[src/rtl/gshare_direction_predictor.sv]
// rtl/gshare_direction_predictor.sv - gshare direction predictor combining registered BTB hit/target with a PHT of 2-bit counters
module gshare_direction_predictor #(
   parameter int         HIST_BITS    = 5,
   parameter logic [1:0] COUNTER_INIT = 2'b01
) (
   input  logic                 clk,
   input  logic                 reset,
   input  logic [31:0]          pc_in,
   input  logic                 stall,
   input  logic                 advance,
   input  logic                 btb_hit,
   input  logic [31:0]          btb_target,
   input  logic                 update_valid,
   input  logic [31:0]          update_pc,
   input  logic                 update_taken,
   input  logic [HIST_BITS-1:0] update_ghr,
   input  logic                 mispredict,
   output logic                 pred_taken,
   output logic [31:0]          pred_next_pc,
   output logic [HIST_BITS-1:0] pred_ghr,
   output logic [HIST_BITS-1:0] ghr
);

   localparam int ENTRIES = 2 ** HIST_BITS;

   logic [1:0]           r_pht [ENTRIES];
   logic [31:0]          r_pc;
   logic [1:0]           r_ctr;
   logic [HIST_BITS-1:0] r_ghr;
   logic [HIST_BITS-1:0] r_ghr_snap;

   logic [HIST_BITS-1:0] w_idx_f;
   logic [HIST_BITS-1:0] w_idx_u;
   logic                 w_pred_taken;
   logic                 w_unused_bits;

   assign w_idx_f = pc_in[HIST_BITS+1:2] ^ r_ghr;
   assign w_idx_u = update_pc[HIST_BITS+1:2] ^ update_ghr;

   // Address bits outside the index field never reach the tables.
   assign w_unused_bits = &{1'b0, pc_in[31:HIST_BITS+2], pc_in[1:0],
                            update_pc[31:HIST_BITS+2], update_pc[1:0]};

   // Train the pattern-history table from EX resolution with saturating counters.
   always_ff @(posedge clk or negedge reset) begin
      if (!reset) begin
         for (int i = 0; i < ENTRIES; i++) begin
            r_pht[i] <= COUNTER_INIT;
         end
      end else if (update_valid) begin
         if (update_taken) begin
            if (r_pht[w_idx_u] != 2'b11) begin
               r_pht[w_idx_u] <= r_pht[w_idx_u] + 2'd1;
            end
         end else begin
            if (r_pht[w_idx_u] != 2'b00) begin
               r_pht[w_idx_u] <= r_pht[w_idx_u] - 2'd1;
            end
         end
      end
   end

   // Fetch-side lookup registers line up with the BTB's registered outputs; the read sees the pre-training value.
   always_ff @(posedge clk or negedge reset) begin
      if (!reset) begin
         r_pc       <= 32'd0;
         r_ctr      <= 2'b00;
         r_ghr_snap <= '0;
      end else if (!stall) begin
         r_pc       <= pc_in;
         r_ctr      <= r_pht[w_idx_f];
         r_ghr_snap <= r_ghr;
      end
   end

   // Speculative history shifts on consumed BTB hits; an EX repair takes priority.
   always_ff @(posedge clk or negedge reset) begin
      if (!reset) begin
         r_ghr <= '0;
      end else if (mispredict) begin
         r_ghr <= {update_ghr[HIST_BITS-2:0], update_taken};
      end else if (advance && btb_hit) begin
         r_ghr <= {r_ghr[HIST_BITS-2:0], w_pred_taken};
      end
   end

   assign w_pred_taken = btb_hit & r_ctr[1];

   // Prediction outputs are combinational from the lookup registers and the BTB result.
   always_comb begin
      pred_taken   = w_pred_taken;
      pred_next_pc = w_pred_taken ? btb_target : (r_pc + 32'd4);
      pred_ghr     = r_ghr_snap;
      ghr          = r_ghr;
   end

endmodule

[config.mk]
export PLATFORM = sky130hd
export DESIGN_NAME = gshare_direction_predictor
export DESIGN_NICKNAME = d
export VERILOG_FILES = /design/src/rtl/gshare_direction_predictor.sv
export SDC_FILE = /design/constraint.sdc
export NUM_CORES = 1
export LEC_CHECK = 0
export BUFFER_PORTS_ARGS = -buffer_cell sky130_fd_sc_hd__buf_4
export CELL_PAD_IN_SITES_DETAIL_PLACEMENT = 0
export CELL_PAD_IN_SITES_GLOBAL_PLACEMENT = 1
export CORE_MARGIN = 1
export CORE_UTILIZATION = 45
export CTS_CLUSTER_SIZE = 8
export DETAILED_ROUTE_END_ITERATION = 8
export PLACE_DENSITY_LB_ADDON = 0.1
export SETUP_SLACK_MARGIN = 0.2
export SYNTH_ARGS = -nofsm -noshare
export SYNTH_HDL_FRONTEND = slang
export SYNTH_SLANG_ARGS = --single-unit
[constraint.sdc]
create_clock -name clk -period 7.1 [get_ports clk]
set_clock_uncertainty 0.1 [all_clocks]
set_input_delay 0.355 -clock clk [delete_from_list [all_inputs] [get_ports clk]]
set_output_delay 0.355 -clock clk [all_outputs]
set_load 0.05 [all_outputs]
# ---- Yosys cells after proc, flatten, opt, wreduce, memory -nomap -nowiden
# Index checks and enable logic that the tools add are counted.
dict set report op_classes {
  n_addsub 3
  mul 0
  div_mod_pow 0
  order_cmp 3
  n_eq_ne 2
  shifts 0
  n_mux 16
  bitwise_logic 5
  n_reduce_logical 6
}
# operator count
set ops {}
lappend ops {{$mux W64} 3}
lappend ops {{$bwmux W64} 2}
lappend ops {{$add A32 B3 Y32 const B} 1}
lappend ops {{$mux W32} 1}
lappend ops {{$bmux W2 S5} 2}
lappend ops {{$ge A6 B6 Y1 const B} 2}
lappend ops {{$not A5 Y6} 2}
lappend ops {{$demux W2 S5} 1}
lappend ops {{$mux W2} 5}
lappend ops {{$mux W5} 2}
lappend ops {{$xor A5 B5 Y5} 2}
lappend ops {{$lt A6 B1 Y1 const B} 1}
lappend ops {{$reduce_bool A2 Y1} 3}
lappend ops {{$reduce_and A3 Y1} 1}
lappend ops {{$add A2 B1 Y2 const B} 1}
lappend ops {{$logic_and A1 B1 Y1} 2}
lappend ops {{$ne A2 B1 Y1 const B} 1}
lappend ops {{$ne A2 B2 Y1 const B} 1}
lappend ops {{$sub A2 B1 Y2 const B} 1}
lappend ops {{$and A1 B1 Y1} 1}
dict set report totals {
  ff_bits 108
  latchBits 0
  ram_bits 0
  mem_bits_ro 0
  input_bits 109
  out_inout_bits 43
  memories 0
}

# ---- Logic depth before layout (Yosys ltp)
# Gate-level depths: netlist of run 1.
dict set report depth {
  word_depth 9
  mapped_depth 15
  ltp_nobuf 13
}

# ---- Worst setup path before layout of run 1
# OpenSTA, ideal clock, no wires.
dict set report synth_path {
  path_kind {input -> register}
  startpoint {in update_pc[3]}
  endpoint {reg r_pht[13] (netlist bit)}
  setup_ps 125
  t_arrival_ps 3034
  required_time_ps 6875
  setup_slack_ps 3841
  stages 14
  path_buffers 2
  cell_sequence {xor2_1 -> buf_2 -> and2_1 -> a2111oi_0 -> or4_1 -> buf_2 -> or3_1 -> ha_1 -> mux2i_1 -> nand2_1 -> nor2_1 -> nand2_1 -> nor2_1 -> mux2_2}
}
dict set report synth_between {
  elab_chain_cells 9
  word_cells_on_any_way 22
  classes_between {add/sub (2); order compare (2); eq/ne (2); mux (10); bitwise (2); reduce/logical (4)}
}
# element line_no
set synth_lines {}
lappend synth_lines {{start: declaration} 14} ;# input logic [31:0] update_pc,
lappend synth_lines {{$xor A5 B5 Y5 (*)} 38} ;# assign w_idx_u = update_pc[HIST_BITS+1:2] ^ update_ghr;
lappend synth_lines {{$not A5 Y6 (not written as such) (*)} -}
lappend synth_lines {{$bmux W2 S5 (tied with other cells)} -}
lappend synth_lines {{$mux W2 (not written as such) or $logic_and A1 B1 Y1 (tied branches)} -}
lappend synth_lines {{$mux W2 (on tied branches)} -}
lappend synth_lines {{$sub A2 B1 Y2 (tied with other cells)} 57} ;# r_pht[w_idx_u] <= r_pht[w_idx_u] - 2'd1;
lappend synth_lines {{$bwmux W64 (on tied branches)} {57, 53}}
lappend synth_lines {{$mux W64 (on tied branches)} {56, 52}}
lappend synth_lines {{$mux W64} 51} ;# if (update_taken) begin
lappend synth_lines {{end signal: indexed assignment} 53} ;# r_pht[w_idx_u] <= r_pht[w_idx_u] + 2'd1;
lappend synth_lines {{end signal: indexed assignment} 57}
lappend synth_lines {{end: declaration} 26} ;# logic [1:0] r_pht [ENTRIES];
# Mark *: on every way between the ends. The rest lies on a longest branch, timed or not. The select of a mux whose other input is x is not followed.
# A chain may end at the register's enable or synchronous reset.

# ---- Final worst setup path of run 1
dict set report layout_path {
  startpoint {in update_ghr[2]}
  endpoint {reg r_pht[33] (netlist bit)}
}
dict set report layout_between {
  elab_chain_cells 9
  word_cells_on_any_way 22
  classes_between {add/sub (2); order compare (2); eq/ne (2); mux (10); bitwise (2); reduce/logical (4)}
}
# element line_no
set layout_lines {}
lappend layout_lines {{start: declaration} 16} ;# input logic [HIST_BITS-1:0] update_ghr,
lappend layout_lines {{$xor A5 B5 Y5 (*)} 38}
lappend layout_lines {{$not A5 Y6 (not written as such) (*)} -}
lappend layout_lines {{$bmux W2 S5 (tied with other cells)} -}
lappend layout_lines {{$mux W2 (not written as such) or $logic_and A1 B1 Y1 (tied branches)} -}
lappend layout_lines {{$mux W2 (on tied branches)} -}
lappend layout_lines {{$sub A2 B1 Y2 (tied with other cells)} 57}
lappend layout_lines {{$bwmux W64 (on tied branches)} {57, 53}}
lappend layout_lines {{$mux W64 (on tied branches)} {56, 52}}
lappend layout_lines {{$mux W64} 51}
# Marked as above.

==> flow_summary.yaml, run 1 <==
layout:
  syn2layout_area_growth_pct: 22.95
  instances_no_fill: 831
  final_util_pct: 57.59
  fillCellCount: 1134
  multi_input_area_mm2: 0.003182
  area.sequential_mm2: 0.002718
  drive_above_1_share_pct: 45.83
  fin_nets: 766
  diodes: 0
sta:
  min_period_over_period_pct: 56.17
  slew_headroom_pct: 30.26
  max_slew.worst_pin.slew_ns: 1.046
  setup_tns_ns: 0
  rsz0062_at_grt: "false"
  finalWorstSetupSlack_ns: 3.112
  setup_viol: 0
  max_freq_ghz: 0.2507
  period_minus_slack_ns: 3.988
  report.final.slew_viol_count: 0
  hold_viol: 0
  holdWs_ns: 0.1316
global_routing:
  grt_pass1_vias: 4549
  grt_start_max_net_pins: 83
  grt_overflow: 0
  grt_pass1_wl_um: 24700
  track_usage_pct: 22.99
  grt_antenna_before_repair: 0
critical_path:
  crit_type: "in -> reg"
  worstSetupEndpointType: "flop"
  cp_cell_sequence: "buf_4 > xnor2_1 > nand3_1 > a2111oi_0 > a221o_1 > nor3_1 > ha_1 > mux2i_1 > nand2_1 > nor2_1 > nand2_1 > nor2_1 > mux2_2"
  cp-start-kind: "input pin"
  rr_worst_depth: 12
  worstPathArrival_ns: 4.12
  crit_slowest_cell: "a221o_1"
  cp.required_ns: 7.23
  worstPathMaxFanout: 18
  critPathMaxStageDelay_ns: 0.65
synth:
  synth_top_area_cell: "dfrtp_1"
  yosysTopAreaCellShare_pct: 31.24
  synthArstFlopShare_pct: 100.0
  syn_area_per_cell_um2: 11.25
  syn_inst: 534
  synth_area_leaders: "dfrtp_1 (31%), mux2_2 (20%), dfstp_2 (14%), mux4_2 (5.2%), nor2_1 (3.9%)"
  yosys_most_used_dff: "dfrtp_1"
  synthMostInstantiatedCell: "mux2_2"
  ys_ff_latch: 107
  synth_area_mm2: 0.006007
  synth_edf_count: 0
  ys_warn_count: 0
  synth-seq-area-share_pct: 45.24
  synth_nets: 646
  synth_cell_types: 42
  synth.top_cells.by_count: "mux2_2 (108), dfrtp_1 (75), nor2_1 (62)"
floorplan:
  fp.dieH_um: 117.5
  initial_utilization_pct: 46.84
  coreArea_mm2: 0.01282
  fp-row-count: 41
  ios: 152
  die_area_mm2: 0.01381
  die_w_um: 117.5
pwr:
  power.density_mw_per_mm2: 313.8
  p_leak_nw: 3.164
  vdd_ir_drop_max_mv: 0.1717
clock_network:
  clock_path_buffers: 2
  cts_root_buf: "clkbuf_16"
  cts_setup_buffers: 0
  cts.sinks: 107
  cts_tree: "yes"
  ctsHtreeMaxLevel: 3
  clock_latency_ns: 0.35
  cts_buffers: 9
  post_cts_resized: 0
  hold_buffers: 1
  path_clk_slew_ns: 0.07
status:
  outcome: "completed"
routing:
  dr.pass1.iters: 4
  drt_wl_total_um: 15080
  wire_per_inst_um: 18.14
  first_iter_violations: 228
  vias: 4521
  viasPerCell: 5.440
  ant_nets: 0
  drc_errors: 0
placed_design:
  portBuffers: 124
  dpl.hpwl_um: 10960
  place_inst: 814
  preCtsSetupSlack_ns: 2.791
  routabilityCongestion: 0.8464
hold_path:
  hold_path_depth: 2
  hold_class: "in -> reg"
job:
  maxCapViolCount: 0
[area by class of cell]
cell class	instances	area share (%)
clock buffers	14	3.439
clock inverters	2	0.1694
inverters	5	0.2541
multi-input cells	400	43.08
flip-flops and latches	107	36.79
well taps	172	2.914
repair buffers	131	13.35
[report_power, final]
| part | total (mW) | internal (mW) | switching [mW] |
|---|---|---|---|
| combinational | 0.906 | 0.394 | 0.512 |
| clock | 0.465 | 0.248 | 0.217 |
| sequential | 0.946 | 0.825 | 0.122 |
[logic make-up (layout without fill, tap and decap cells)]
group                      count (synthesis)  count (layout)  share of synthesized area, %
AOI/OAI and AO/OA                         55              55                         5.562
xor gates and xnor gates                  44              44                         6.665
adders and majority gates                  3               3                        0.6249
buffers and inverters                     27             152                         1.812
DFF                                      107             107                         45.24
muxes                                    133             133                         27.60
and+or+nand+nor                          165             165                         12.50
[critical path, delay by kind of cell]
| family | cells | cell delay (ns) |
|---|---|---|
| compound gates | 2 | 1.26 |
| mux | 2 | 0.50 |
| buf+inv | 1 | 0.15 |
| fa+ha+maj | 1 | 0.23 |
| xor+xnor | 1 | 0.28 |
| simple gates | 6 | 1.33 |
[layout by cell type (no fill, tap or decap), types with 2 or more instances in the layout]
cell type	instances
nor3_1	4
nor2_1	62
xor2_2	2
ha_1	3
and2_1	7
o221ai_1	2
nand3_1	16
nand3b_1	2
dfstp_2	32
clkbuf_1	4
o22ai_1	5
a2111oi_0	7
o21ai_0	36
mux2_2	108
xnor2_1	21
and3_1	5
clkbuf_16	9
inv_1	5
nor2b_1	2
buf_4	130
nand2_1	52
dfrtp_1	75
mux2i_1	10
xor2_1	21
mux4_2	14
nand4_1	5
[routing by layer]
layer / GRT usage (%) / wire length (um) / up-vias / part of all wire, %
li1: - / - / 2144 / -
met1: 30.97 / 6787 / 2223 / 45
met2: 37.06 / 7147 / 133 / 47
met3: 4.603 / 832 / 21 / 5.5
met4: 7.853 / 309 / 0 / 2.0
met5: 0 / 0 / - / 0
[final timing paths]
kind                                    start        end  slack (ns)
worst max-delay path            update_ghr[2]  r_pht[33]        3.11
worst min-delay path                pc_in[25]   r_pc[25]        0.13
worst max register to register           flop  r_pht[33]        3.35
worst min register to register        r_pc[1]    r_pc[1]        0.40
max in group asynchronous               reset   r_pht[5]        5.15
min in group asynchronous               reset   r_pc[27]        0.37
[through the flow]
step / cell area, um^2 / total power [mW]
2_1_floorplan: 6007 / 1.578
3_3_place_gp: 7109 / 1.836
3_5_place_dp: 7109 / 1.864
4_1_cts: 7386 / 2.334
5_1_grt: 7386 / 2.439
6_report: 7386 / 2.318
No activity file was read; power rests on OpenSTA's default activity.
==> run 2: changes to the inputs <==
--- a/config.mk
+++ b/config.mk
@@ -5,11 +5,12 @@
 export SDC_FILE = /design/constraint.sdc
 export NUM_CORES = 1
 export LEC_CHECK = 0
+export ABC_AREA = 1
 export BUFFER_PORTS_ARGS = -buffer_cell sky130_fd_sc_hd__buf_4
 export CELL_PAD_IN_SITES_DETAIL_PLACEMENT = 0
 export CELL_PAD_IN_SITES_GLOBAL_PLACEMENT = 1
 export CORE_MARGIN = 1
-export CORE_UTILIZATION = 45
+export CORE_UTILIZATION = 38
 export CTS_CLUSTER_SIZE = 8
 export DETAILED_ROUTE_END_ITERATION = 8
 export PLACE_DENSITY_LB_ADDON = 0.1
==> constraint.sdc (replaced) <==
create_clock -name clk -period 4.09 [get_ports clk]
set_clock_uncertainty 0.1 [all_clocks]
set_input_delay 0.2045 -clock clk [delete_from_list [all_inputs] [get_ports clk]]
set_output_delay 0.2045 -clock clk [all_outputs]
set_load 0.05 [all_outputs]
==> flow_summary.yaml, run 2 <==
routing:
  ant_nets: 0
  wire_per_inst_um: 14.87
  vias: 6717
  drc_errors: 0
  viasPerCell: 4.754
  drt_wl_total_um: 21020
  dr.pass1.iters: 5
  first_iter_violations: 371
sta:
  slew_headroom_pct: 24.86
  setup_viol: 0
  period_minus_slack_ns: 2.989
  max_slew.worst_pin.slew_ns: 1.126
  report.final.slew_viol_count: 0
  setup_tns_ns: 0
  rsz0062_at_grt: "false"
  hold_viol: 0
  max_freq_ghz: 0.3346
  min_period_over_period_pct: 73.07
  finalWorstSetupSlack_ns: 1.101
layout:
  diodes: 0
  drive_above_1_share_pct: 17.17
  fillCellCount: 1872
  final_cell_mix: "nand2_1 (437), inv_1 (135), buf_4 (133)"
  syn2layout_area_growth_pct: 26.05
  final_util_pct: 49.08
  fin_nets: 1295
  mostFrequentLayoutCell: "nand2_1"
clock_network:
  hold_buffers: 32
  clock_path_buffers: 2
  cts_root_buf: "clkbuf_16"
  cts.sinks: 107
  ctsHtreeMaxLevel: 3
  path_clk_slew_ns: 0.07
  cts_buffers: 9
  clock_latency_ns: 0.36
  cts_tree: "yes"
  post_cts_resized: 0
  cts_setup_buffers: 0
synth:
  syn_area_per_cell_um2: 6.536
  synth_cell_types: 33
  ys_warn_count: 0
  synth_area_leaders: "dfrtp_1 (28%), nand2_1 (24%), dfstp_2 (12%), inv_1 (7.5%), nor2_1 (4.9%)"
  synthAdderAreaFrac_pct: 0.5555
  synth_top_family_by_area: "simple AND/OR/NAND/NOR gates"
  synth_compound_area_share_pct: 8.739
  synthMostInstantiatedCell: "nand2_1"
  synth-seq-area-share_pct: 40.21
  synth_top_area_cell: "dfrtp_1"
  synth_nets: 1146
  synth_area_mm2: 0.006758
  synth.top_cells.by_count: "nand2_1 (437), inv_1 (135), nor2_1 (89)"
  synthSimpleGateAreaFrac_pct: 37.09
  synthXorXnorAreaFrac_pct: 3.370
  syn_inst: 1034
  yosys_most_used_dff: "dfrtp_1"
  synth_mux_area_share_pct: 0
  synthArstFlopShare_pct: 100.0
  synth_edf_count: 0
  ys_ff_latch: 107
  yosysTopAreaCellShare_pct: 27.77
global_routing:
  grt_pass1_vias: 6280
  grt_overflow: 0
  grt_pass1_wl_um: 33190
  grt_start_max_net_pins: 73
  grt_antenna_before_repair: 0
  track_usage_pct: 23.71
critical_path:
  worstPathArrival_ns: 2.68
  worstSetupEndpointType: "primary output"
  cp.required_ns: 3.79
  crit_type: "reg -> out"
  crit_start: "r_pc[2]"
  cp-start-kind: "flop"
  worstPathMaxFanout: 7
  rr_worst_depth: 20
floorplan:
  die_area_mm2: 0.01832
  initial_utilization_pct: 38.93
  coreArea_mm2: 0.01736
  fp-row-count: 48
  ios: 152
  die_w_um: 135.4
  fp.dieH_um: 135.4
status:
  outcome: "completed"
placed_design:
  dpl.hpwl_um: 15080
  preCtsSetupSlack_ns: 0.7344
  routabilityCongestion: 0.8870
  portBuffers: 124
pwr:
  p_leak_nw: 4.232
  vdd_ir_drop_max_mv: 0.2463
  power.density_mw_per_mm2: 501.9
hold_path:
  hold_path_depth: 3
  hold_class: "in -> reg"
  hold_start: "update_ghr[3]"
job:
  maxCapViolCount: 0
## run 2: worst max-delay path, stage by stage, from the launching register on
cell and delay, ns:
dfrtp_1 0.52, ha_1 0.26, nand2_1 0.10, nor2_2 0.20, nand3_1 0.21, nor2_1 0.25, nand3_1 0.16, nor2_1 0.15
a21oi_1 0.07, o21ai_0 0.15, nand2_1 0.07, buf_4 0.19
## run 2: kinds of logic (layout without fill, tap and decap cells)
group,after synthesis,in the layout
xor gates and xnor gates,26,26
and+or+nand+nor,617,617
AOI/OAI and AO/OA,114,114
adders and majority gates,3,3
buffers and inverters,167,321
DFF,107,107
## run 2: metal layers
layer	global-route usage, %	share of wire, %	vias to the layer above
met2	40.54	48	149
met3	4.078	4.6	23
met5	0	0	-
met4	6.242	1.7	0
met1	30.80	46	3074
li1	-	-	3471
## run 2: final timing paths
check                                   endpoint  slack, ns
worst max register to register         r_pht[39]       1.30
worst max-delay path            pred_next_pc[22]       1.10
worst min-delay path                      ghr[4]       0.03
max in group asynchronous              async pin       2.57
min in group asynchronous              r_pht[33]       0.44
worst min register to register              flop       0.36
## run 2: power breakdown
part / internal [mW] / switching, mW / leakage [nW]
registers: 1.45 / 0.199 / 1.28
clock network: 0.511 / 0.405 / 0.148
logic: 0.569 / 1.15 / 2.81
total: 2.53 / 1.75 / 4.23
## run 2: metrics by stage
| stage | instances | hold WS [ns] | instance area, um^2 | total power, mW |
|---|---|---|---|---|
| 2_1_floorplan | 1034 | -0.1911 | 6758 | 2.799 |
| 3_3_place_gp | 1365 | 0.2999 | 7893 | 3.348 |
| 3_5_place_dp | 1365 | 0.3052 | 7893 | 3.367 |
| 4_1_cts | 1413 | 0.01588 | 8518 | 4.320 |
| 5_1_grt | 1413 | 0.05222 | 8518 | 4.567 |
| 6_report | 1413 | 0.02765 | 8518 | 4.276 |
## run 2: final cells by class
| cell class | instances | area, um^2 | area share, % |
|---|---|---|---|
| clock buffer | 12 | 257.7 | 3.026 |
| clock inverter | 4 | 47.55 | 0.5582 |
| inverter | 140 | 525.5 | 6.169 |
| multi-input combinational | 760 | 3369 | 39.56 |
| sequential | 107 | 2718 | 31.90 |
| tap | 225 | 281.5 | 3.305 |
| timing repair buffer | 165 | 1319 | 15.48 |
